## config.mk

```make
export PLATFORM = sky130hd
export DESIGN_NAME = muldiv_unit_flat
export DESIGN_NICKNAME = d
export VERILOG_FILES = /design/src/rtl/riscv_m_pkg.sv /design/src/rtl/muldiv_unit_if.sv /design/src/rtl/muldiv_step.sv /design/src/rtl/muldiv_unit.sv /design/src/flat_wrapper.sv
export SDC_FILE = /design/constraint.sdc
export NUM_CORES = 1
export LEC_CHECK = 0
export ABC_AREA = 1
export CAP_MARGIN = 10
export CORE_AREA = 3 3 218 220
export CTS_BUF_LIST = sky130_fd_sc_hd__clkbuf_2 sky130_fd_sc_hd__clkbuf_4 sky130_fd_sc_hd__clkbuf_8
export CTS_CLUSTER_SIZE = 25
export DETAILED_ROUTE_END_ITERATION = 10
export DIE_AREA = 0 0 221 223
export PLACE_DENSITY_LB_ADDON = 0.05
export RECOVER_POWER = 50
export SLEW_MARGIN = 10
export SYNTH_ARGS = -nofsm -noshare
export SYNTH_HDL_FRONTEND = slang
export SYNTH_SLANG_ARGS = --single-unit
```

## constraint.sdc

```tcl
create_clock -name clk -period 6.9 [get_ports clk]
set_clock_uncertainty 0.2 [all_clocks]
set_input_delay 1.38 -clock clk [delete_from_list [all_inputs] [get_ports clk]]
set_output_delay 1.38 -clock clk [all_outputs]
set_load 0.01 [all_outputs]
```

## src/rtl/riscv_m_pkg.sv

```systemverilog
// Shared RV32M definitions: funct3 encodings, FSM state encoding and divide-by-zero quotient.
package riscv_m_pkg;
    localparam logic [2:0] OP_MUL    = 3'd0;
    localparam logic [2:0] OP_MULH   = 3'd1;
    localparam logic [2:0] OP_MULHSU = 3'd2;
    localparam logic [2:0] OP_MULHU  = 3'd3;
    localparam logic [2:0] OP_DIV    = 3'd4;
    localparam logic [2:0] OP_DIVU   = 3'd5;
    localparam logic [2:0] OP_REM    = 3'd6;
    localparam logic [2:0] OP_REMU   = 3'd7;

    localparam logic [31:0] DIV_ZERO_Q = 32'hFFFF_FFFF;

    typedef enum logic [1:0] {
        ST_IDLE,
        ST_PREP,
        ST_CALC,
        ST_DONE
    } state_t;
endpackage

```

## src/rtl/muldiv_unit_if.sv

```systemverilog
// Request/result bundle between register-file read stage, muldiv unit and write-back.
interface muldiv_unit_if #(parameter int XLEN = 32);
    logic            start;
    logic            kill;
    logic [2:0]      op;
    logic [XLEN-1:0] rs1_data;
    logic [XLEN-1:0] rs2_data;
    logic [4:0]      rd_addr;
    logic            busy;
    logic            done;
    logic [XLEN-1:0] result;
    logic [4:0]      wb_addr;
    logic            wb_en;

    modport master (
        output start, kill, op, rs1_data, rs2_data, rd_addr,
        input  busy, done, result, wb_addr, wb_en
    );

    modport slave (
        input  start, kill, op, rs1_data, rs2_data, rd_addr,
        output busy, done, result, wb_addr, wb_en
    );
endinterface

```

## src/rtl/muldiv_step.sv

```systemverilog
// One combinational iteration: shift-add multiply step or restoring-divide step on the shared accumulator.
// Zero latency; no flow control.
module muldiv_step #(
    parameter int XLEN = 32
) (
    input  logic              is_div,
    input  logic [2*XLEN-1:0] acc_in,
    input  logic [XLEN-1:0]   opnd,
    output logic [2*XLEN-1:0] acc_out
);
    logic [XLEN:0]     sum;
    logic [XLEN:0]     diff;
    logic [2*XLEN-1:0] shl;

    always_comb begin
        sum  = {1'b0, acc_in[2*XLEN-1:XLEN]} + (acc_in[0] ? {1'b0, opnd} : '0);
        shl  = {acc_in[2*XLEN-2:0], 1'b0};
        // The bit shifted out of the partial remainder is the 33rd bit of the trial minuend.
        diff = {acc_in[2*XLEN-1], shl[2*XLEN-1:XLEN]} - {1'b0, opnd};
        if (is_div) begin
            acc_out = diff[XLEN] ? shl : {diff[XLEN-1:0], shl[XLEN-1:1], 1'b1};
        end else begin
            acc_out = {sum, acc_in[XLEN-1:1]};
        end
    end
endmodule

```

## src/rtl/muldiv_unit.sv

```systemverilog
// Iterative RV32M multiply/divide unit; fixed XLEN+2 cycle start-to-done latency for every op.
// No backpressure: start only accepted while idle, kill aborts any op in flight.
module muldiv_unit
    import riscv_m_pkg::*;
#(
    parameter int XLEN = 32
) (
    input logic          clk,
    input logic          rst,
    muldiv_unit_if.slave bus
);
    localparam int CW = $clog2(XLEN);
    localparam logic [XLEN-1:0] MIN_NEG = {1'b1, {(XLEN-1){1'b0}}};

    state_t            state, state_nx;
    logic [CW-1:0]     cnt;
    logic [2:0]        op_q;
    logic [XLEN-1:0]   a_q, b_q, opnd;
    logic [4:0]        rd_q;
    logic [2*XLEN-1:0] acc, acc_step;
    logic              sign_a, sign_b, div_zero, ovf;
    logic              busy_q, done_q, wb_en_q;
    logic [XLEN-1:0]   res_q;
    logic [4:0]        wb_addr_q;

    logic              accept, is_div, signed_a, signed_b, sa, sb;
    logic [XLEN-1:0]   abs_a, abs_b, quo, rem, res_fix;
    logic [2*XLEN-1:0] prod;

    // The done cycle is spent in IDLE, so a start arriving alongside done is dropped.
    assign accept = (state == ST_IDLE) && bus.start && !done_q;
    assign is_div = op_q[2];

    muldiv_step #(.XLEN(XLEN)) u_step (
        .is_div  (is_div),
        .acc_in  (acc),
        .opnd    (opnd),
        .acc_out (acc_step)
    );

    always_ff @(posedge clk or negedge rst) begin
        if (!rst) state <= ST_IDLE;
        else      state <= state_nx;
    end

    always_comb begin
        state_nx = state;
        case (state)
            ST_IDLE: if (accept) state_nx = ST_PREP;
            ST_PREP: state_nx = bus.kill ? ST_IDLE : ST_CALC;
            ST_CALC: begin
                if (bus.kill)                     state_nx = ST_IDLE;
                else if (cnt == CW'(XLEN - 1))    state_nx = ST_DONE;
            end
            default: state_nx = ST_IDLE;
        endcase
    end

    always_comb begin
        signed_a = (op_q == OP_MULH) || (op_q == OP_MULHSU) || (op_q == OP_DIV) || (op_q == OP_REM);
        signed_b = (op_q == OP_MULH) || (op_q == OP_DIV) || (op_q == OP_REM);
        sa       = signed_a & a_q[XLEN-1];
        sb       = signed_b & b_q[XLEN-1];
        abs_a    = sa ? -a_q : a_q;
        abs_b    = sb ? -b_q : b_q;
    end

    always_comb begin
        prod    = (sign_a ^ sign_b) ? -acc : acc;
        quo     = (sign_a ^ sign_b) ? -acc[XLEN-1:0] : acc[XLEN-1:0];
        rem     = sign_a ? -acc[2*XLEN-1:XLEN] : acc[2*XLEN-1:XLEN];
        res_fix = rem;
        case (op_q)
            OP_MUL:                      res_fix = prod[XLEN-1:0];
            OP_MULH, OP_MULHSU, OP_MULHU: res_fix = prod[2*XLEN-1:XLEN];
            OP_DIV, OP_DIVU:             res_fix = div_zero ? DIV_ZERO_Q : (ovf ? MIN_NEG : quo);
            default:                     res_fix = div_zero ? a_q : (ovf ? '0 : rem);
        endcase
    end

    always_ff @(posedge clk or negedge rst) begin
        if (!rst) begin
            cnt       <= '0;
            op_q      <= '0;
            a_q       <= '0;
            b_q       <= '0;
            rd_q      <= '0;
            opnd      <= '0;
            acc       <= '0;
            sign_a    <= 1'b0;
            sign_b    <= 1'b0;
            div_zero  <= 1'b0;
            ovf       <= 1'b0;
            busy_q    <= 1'b0;
            done_q    <= 1'b0;
            wb_en_q   <= 1'b0;
            res_q     <= '0;
            wb_addr_q <= '0;
        end else begin
            case (state)
                ST_IDLE: begin
                    if (accept) begin
                        op_q <= bus.op;
                        a_q  <= bus.rs1_data;
                        b_q  <= bus.rs2_data;
                        rd_q <= bus.rd_addr;
                    end
                end
                ST_PREP: begin
                    sign_a   <= sa;
                    sign_b   <= sb;
                    // Multiplier (B) sits in the low half; dividend (A) does for division.
                    acc      <= is_div ? {{XLEN{1'b0}}, abs_a} : {{XLEN{1'b0}}, abs_b};
                    opnd     <= is_div ? abs_b : abs_a;
                    div_zero <= (b_q == '0);
                    ovf      <= signed_b && is_div && (a_q == MIN_NEG) && (b_q == '1);
                    cnt      <= '0;
                end
                ST_CALC: begin
                    acc <= acc_step;
                    cnt <= cnt + 1'b1;
                end
                default: ;
            endcase

            done_q  <= 1'b0;
            wb_en_q <= 1'b0;
            if (state == ST_DONE && !bus.kill) begin
                res_q     <= res_fix;
                done_q    <= 1'b1;
                wb_en_q   <= (rd_q != 5'd0);
                wb_addr_q <= rd_q;
            end

            if (accept)                             busy_q <= 1'b1;
            else if (bus.kill && state != ST_IDLE)  busy_q <= 1'b0;
            else if (done_q)                        busy_q <= 1'b0;
        end
    end

    assign bus.busy    = busy_q;
    assign bus.done    = done_q;
    assign bus.result  = res_q;
    assign bus.wb_addr = wb_addr_q;
    assign bus.wb_en   = wb_en_q;
endmodule

```

## src/flat_wrapper.sv

```systemverilog
// flat-port wrapper written by rule: the top's interface ports become plain ports
module muldiv_unit_flat import riscv_m_pkg::*;
#(
    parameter int XLEN = 32
)
  (clk, rst, bus_start, bus_kill, bus_op, bus_rs1_data, bus_rs2_data, bus_rd_addr, bus_busy, bus_done, bus_result, bus_wb_addr, bus_wb_en);
  muldiv_unit_if #(.XLEN(XLEN)) bus_i ();
  input logic clk;
  input logic rst;
  input wire logic [$bits(bus_i.start)-1:0] bus_start;
  input wire logic [$bits(bus_i.kill)-1:0] bus_kill;
  input wire logic [$bits(bus_i.op)-1:0] bus_op;
  input wire logic [$bits(bus_i.rs1_data)-1:0] bus_rs1_data;
  input wire logic [$bits(bus_i.rs2_data)-1:0] bus_rs2_data;
  input wire logic [$bits(bus_i.rd_addr)-1:0] bus_rd_addr;
  output wire logic [$bits(bus_i.busy)-1:0] bus_busy;
  output wire logic [$bits(bus_i.done)-1:0] bus_done;
  output wire logic [$bits(bus_i.result)-1:0] bus_result;
  output wire logic [$bits(bus_i.wb_addr)-1:0] bus_wb_addr;
  output wire logic [$bits(bus_i.wb_en)-1:0] bus_wb_en;
  assign bus_i.start = bus_start;
  assign bus_i.kill = bus_kill;
  assign bus_i.op = bus_op;
  assign bus_i.rs1_data = bus_rs1_data;
  assign bus_i.rs2_data = bus_rs2_data;
  assign bus_i.rd_addr = bus_rd_addr;
  assign bus_busy = bus_i.busy;
  assign bus_done = bus_i.done;
  assign bus_result = bus_i.result;
  assign bus_wb_addr = bus_i.wb_addr;
  assign bus_wb_en = bus_i.wb_en;
  muldiv_unit #(.XLEN(XLEN)) u_core (.clk(clk), .rst(rst), .bus(bus_i));
endmodule
```

; Word level (Yosys, flattened, before mapping)
; Index checks and enable logic that the tools add are counted.
[word_totals]
reg_bits = 219
latchBits = 0
ram_bits = 0
rom_bits = 0
out_inout_bits = 40
elab_cells = 94
memories = 0
[op_classes]
add_sub_neg = 8
n_mul = 0
n_div = 0
magnitude_cmp = 0
n_eq_ne = 14
shift = 0
mux = 27
bitwise_logic = 3
n_reduce_logical = 25
[ops]
columns = operator, count
row1 = 32-bit 2-to-1 mux, 11
row2 = 64-bit 2-to-1 mux, 3
row3 = 32-bit negator, 4
row4 = 64-bit one-hot mux with 2 select lines, 1
row5 = 32-bit one-hot mux with 3 select lines, 1
row6 = "32-bit equality test, second input constant", 2
row7 = 64-bit negator, 1
row8 = 32-bit by 33-bit adder with 33-bit output, 1
row9 = 33-bit by 32-bit subtractor with 33-bit output, 1
row10 = 32-bit logical NOT, 1
row11 = 5-bit one-hot mux with 2 select lines, 1
row12 = "3-bit equality test, second input constant", 3
row13 = 2-bit 2-to-1 mux, 4
row14 = 1-bit logical AND, 7
row15 = "3-bit by 2-bit equality test with 1-bit output, second input constant", 2
row16 = 2-bit one-hot mux with 3 select lines, 1
row17 = "5-bit by 1-bit adder with 5-bit output, second input constant", 1
row18 = "5-bit equality test, second input constant", 1
row19 = 1-bit logical OR, 5
row20 = 1-bit 2-to-1 mux, 5
row21 = 5-bit nonzero test, 1
row22 = "2-bit equality test, second input constant", 2
row23 = 2-bit AND reduction, 2
row24 = 2-bit nonzero test, 2
row25 = other kinds (12), 14

; Logic depth before layout (Yosys ltp)
[logic_depth]
word_depth = 8
mapped_depth = 20

; Cells and area by module
; A second synthesis with hierarchy kept.
[hier_totals]
hier_cells = 3693
area_unflattened_um2 = 21770.9
[by_module_without_submodules]
columns = module, n_inst, cells_per_inst, area_each_um2, seq_area_each_um2
row1 = muldiv_unit, 1, 2383, 15314.7, 5480.3
row2 = muldiv_step, 1, 1310, 6456.2, 0.0

; Worst setup path after synthesis
; OpenSTA, ideal clock, no wires.
[synth_timing]
path_type = flip-flop to flip-flop
start = register u_core.acc[0]
end = register u_core.acc[59]
setup_ns = 0.116
arrival_ns = 2.509
slack_ns = 4.074
stages_incl_launch_ff = 20
period_less_slack_ns = 2.826
cell_sequence = dfrtp_1 -> buf_2 -> clkbuf_1 -> nand2_1 -> inv_1 -> ha_1 -> inv_1 -> fa_1 -> o21ai_0 -> nand2_1 -> nand2_1 -> nand2_1 -> nand2_1 -> nand3_1 -> nand3_1 -> nand2_1 -> nor2_1 -> nor2_1 -> nand2_1 -> nand2_1
[synth_between]
elab_chain_len = 4
[synth_lines]
columns = item, line
row1 = start: declaration, muldiv_unit.sv:20  ; logic [2*XLEN-1:0] acc, acc_step;
row2 = start signal: assignment, muldiv_unit.sv:113  ; acc <= is_div ? {{XLEN{1'b0}}, abs_a} : {{XLEN{1'b0}}, abs_b};
row3 = start signal: assignment, muldiv_unit.sv:120  ; acc <= acc_step;
row4 = 32-bit 2-to-1 mux, muldiv_step.sv:16  ; sum = {1'b0, acc_in[2*XLEN-1:XLEN]} + (acc_in[0] ? {1'b0, opnd} : '0);
row5 = 32-bit by 33-bit adder with 33-bit output, muldiv_step.sv:16
row6 = 64-bit 2-to-1 mux, muldiv_step.sv:20  ; if (is_div) begin
row7 = 64-bit one-hot mux with 2 select lines, muldiv_unit.sv:100  ; case (state)
; Every way passes these cells.
; A chain may end at the register's enable or synchronous reset.

; Final worst setup path
[layout_timing]
start = input port bus_start
end = register u_core.state[1]
[layout_between]
elab_chain_len = 4
[layout_lines]
columns = item, line
row1 = start: declaration, flat_wrapper.sv:10  ; input wire logic [$bits(bus_i.start)-1:0] bus_start;
row2 = 1-bit logical AND (2 in series), muldiv_unit.sv:31  ; assign accept = (state == ST_IDLE) && bus.start && !done_q;
row3 = 2-bit by 1-bit != test with 1-bit output (no line), -
row4 = 2-bit AND reduction (no line), -
row5 = end signal: assignment, muldiv_unit.sv:43  ; else state <= state_nx;
row6 = end: declaration, muldiv_unit.sv:15  ; state_t state, state_nx;
; Every way passes these cells.

==> results.sh <==
export IMPL_status="finished, violations left"
export IMPL_violations="capacitance limit, slew limit"
export IMPL_setup_slack_ns=2.39
export IMPL_path_cells="dlygate4sd3_1 -> nand3b_1 -> clkbuf_1 -> a21oi_1 -> o21ai_0"
export IMPL_ant_nets=0
export IMPL_cts_sink_count=219
export IMPL_synth_main_ff_cell="dfrtp_1"
export IMPL_cpPeakStageDelay_ns=2.06
export IMPL_multi_input_area_sq_mm=0.0128
export IMPL_leakage_nw=11.8
export IMPL_initial_utilization_pct=45.2
export IMPL_r2r_slack_ns=2.88
export IMPL_grt_max_degree=117
export IMPL_cts_tree="built"
export IMPL_synthesis_nets=3588
export IMPL_yosys_register_bits=219
export IMPL_root_buffer="clkbuf_8"
export IMPL_finalCriticalPeriod_ns=4.51
export IMPL_grt_pass1_wl_microns=138000
export IMPL_cp_slowest_cell="clkbuf_1"
export IMPL_setup_worst_path_end_class="register"
export IMPL_seq_area_frac_synth_pct=26.7
export IMPL_clk_pin_slew_ns=0.06
export IMPL_setup_violations_final=0
export IMPL_cap_violations=3
export IMPL_ys_warn_count=0
export IMPL_drive_gt1_share_pct=4.60
export IMPL_cts_buffers=43
export IMPL_syn_area_sq_mm=0.0205
export IMPL_grt_use_total_pct=36.8
export IMPL_htree_levels=2
export IMPL_fillers=4891
export IMPL_drc=0
export IMPL_vias=23900
export IMPL_relSlewSlack_pct=-107
export IMPL_first_pass_iters=8
export IMPL_final_max_slew_viol_count=242
export IMPL_synth_cells=3434
export IMPL_synth_top_cell_area_share_pct=26.7
export IMPL_grt_antenna_before_repair=1
export IMPL_power_density_mw_per_mm2=569
export IMPL_preCtsSetupSlack_ns=3.10
export IMPL_crit_required_ns=7.24
export IMPL_p_sw_share_pct=60.0
export IMPL_nNetsFinal=3651
export IMPL_synth_area_top_cells="dfrtp_1 (27%), nand2_1 (20%), inv_1 (8.0%), nand3_1 (7.3%), a21oi_1 (7.3%)"
export IMPL_wirelength_microns=94100
export IMPL_hold_class="reg2reg"
export IMPL_fmax_mhz=221
export IMPL_diodes=0
export IMPL_finalWeightedCongestion=1.06
export IMPL_tns_ns=0
export IMPL_syn2layout_area_growth_pct=11.9
export IMPL_rows=78
export IMPL_intPower_w=0.00523
export IMPL_ctsHoldBuffers=0
export IMPL_cp_max_fo=73
export IMPL_dp_hpwl_microns=74000
export IMPL_post_cts_buffers=0
export IMPL_grt_pass1_vias=22000
export IMPL_die_w_microns=221
export IMPL_synth_top_area_cell="dfrtp_1"
export IMPL_p_comb_share_pct=68.2
export IMPL_rsz0062_at_grt="false"
export IMPL_async_flop_share_pct=100
export IMPL_final_period_utilization_pct=65.4
export IMPL_clkPwrFrac_pct=10.8
export IMPL_pin_count=116
export IMPL_startpoint_type="input pin"
export IMPL_syn_area_per_cell_sq_um=5.98
export IMPL_cp_num_buf_inv=2
export IMPL_ctsResizeCount=0
export IMPL_die_area_sq_mm=0.0493
export IMPL_portBuffers=115
export IMPL_cts_path_max_buffers=3
export IMPL_drtIter0Drc=3138
export IMPL_die_h_microns=223
export IMPL_regArea_sq_mm=0.00548
export IMPL_synth_cell_types=52
export IMPL_worst_slew_pin_slew_ns=3.11
export IMPL_fp_coreArea_sq_mm=0.0455
export IMPL_crit_type="in2reg"
export IMPL_grt_overflow_total=0
export IMPL_p_switching_w=0.00784
export IMPL_clk_latency_ns=0.66
export IMPL_drt_vias_per_instance=5.80
export IMPL_p_seq_share_pct=21.1
export IMPL_synth_edf_count=0
export IMPL_wire_per_inst_microns=22.8
export IMPL_hold_violations=0
export IMPL_ir_drop_v=0.000274
export IMPL_cp_arrival_ns=4.86
export IMPL_critPathTopFamily="buffers and inverters"
[placed cells by master (no fill, tap or decap), types with 12 or more instances in the layout]
cell type / netlist / final
xnor2_1: 19 / 19
o211ai_1: 33 / 33
o21bai_1: 12 / 12
nor2_2: 13 / 13
inv_1: 440 / 440
clkbuf_4: 0 / 14
nand4_1: 47 / 47
buf_4: 9 / 21
clkbuf_8: 0 / 50
o221ai_1: 15 / 15
nor2_1: 385 / 385
xor2_1: 54 / 54
ha_1: 76 / 76
clkdlybuf4s50_1: 0 / 113
dfrtp_1: 219 / 218
nand2_1: 1072 / 1071
a21oi_1: 298 / 298
nor3_1: 28 / 28
o21ai_1: 12 / 12
a22oi_1: 18 / 18
nand3_1: 300 / 300
o21ai_0: 172 / 172
[sequential cells by signal (all words and copies together), names as in the netlist]
| name | flops |
|---|---|
| u_core.a_q | 32 |
| u_core.acc | 64 |
| u_core.b_q | 32 |
| u_core.bus.busy | 1 |
| u_core.bus.done | 1 |
| u_core.bus.result | 32 |
| u_core.bus.wb_addr | 5 |
| u_core.bus.wb_en | 1 |
| u_core.cnt | 5 |
| u_core.div_zero | 1 |
| u_core.op_q | 3 |
| u_core.opnd | 32 |
| u_core.ovf | 1 |
| u_core.rd_q | 5 |
| u_core.sign_a | 1 |
| u_core.sign_b | 1 |
| u_core.state | 2 |
[kinds of logic after synthesis]
group / count (synthesis) / share of synthesized area [%]
AO/OA/AOI/OAI: 592 / 16.0
XOR/XNOR: 73 / 3.11
adder cells (fa/ha/maj): 78 / 4.82
buffers and inverters: 575 / 10.9
flip-flops: 219 / 26.7
multiplexers: 10 / 0.548
AND/OR/NAND/NOR: 1887 / 37.9
[layout make-up]
type	count	share of cell area, %
Timing Repair Buffer	140	5.84
Inverter	453	7.41
Tap cell	600	3.27
Clock inverter	6	0.343
Clock buffer	64	3.45
Multi-Input combinational cell	2640	55.8
Sequential cell	219	23.9
[worst paths after layout]
| path | cells after the start | startpoint | end |
|---|---|---|---|
| setup / recovery | 5 | bus_start | u_core.state[1] |
| hold / removal | 2 | u_core.bus.result[28] | u_core.bus.result[28] |
| setup reg to reg | 6 | u_core.state[0] | u_core.state[1] |
| hold reg to reg | 2 | u_core.bus.result[28] | u_core.bus.result[28] |
| max in group asynchronous | 1 | rst | u_core.a_q[15] |
| min in group asynchronous | 1 | rst | u_core.acc[51] |
[worst min-delay path, stage by stage (launching register included)]
cell	delay [ns]
dfrtp_1	0.34
nand2_1	0.05
nand2_1	0.05
[Yosys cell counts, types with 3 or more instances]
master,n
o21ai_0,172
a21oi_1,298
nor4_1,6
buf_2,22
nand2_2,8
clkbuf_1,84
o21bai_1,12
nor2_2,13
a22oi_1,18
xnor2_1,19
or2_2,7
and3_1,3
nor2_1,385
mux2_2,10
buf_4,9
nand3b_1,8
o21ai_1,12
o21a_1,7
inv_2,9
ha_1,76
o221ai_1,15
nor3_2,3
a21o_1,3
nor3_1,28
or2_1,3
nand2_1,1072
xor2_1,54
nand4_1,47
buf_1,5
clkinv_1,3
o21ai_2,6
o211ai_1,33
o31ai_1,3
inv_1,440
dfrtp_1,219
nand3_1,300
[power by group through the flow]
| stage | clock network (W) | logic (W) | registers, W |
|---|---|---|---|
| 2_1_floorplan | 0 | 0.00571 | 0.00234 |
| 6_report | 0.00141 | 0.00891 | 0.00275 |
| 5_1_grt | 0.00148 | 0.00967 | 0.00279 |
| 4_1_cts | 0.00143 | 0.00859 | 0.00270 |
| 3_3_place_gp | 0 | 0.00850 | 0.00269 |
| 3_5_place_dp | 0 | 0.00855 | 0.00271 |
[metrics by stage]
stage	cells	hold slack [ns]	cell area [sq um]	util, %	total power (W)
finish	4122	0.272	23000	50.5	0.0131
CTS	4121	0.281	23000	50.5	0.0127
global placement	4051	0.263	22100	48.6	0.0112
detailed placement	4051	0.266	22100	48.6	0.0113
global route	4122	0.303	23000	50.5	0.0139
floorplan	3434	0.253	20500	-	0.00805
[metal layers]
layer  wire (microns)  GRT usage, %
met2            38800          54.2
met5               15             0
met4             5510          18.6
met3            10600          9.03
met1            39100          50.1
(Power assumes the default switching activity.)
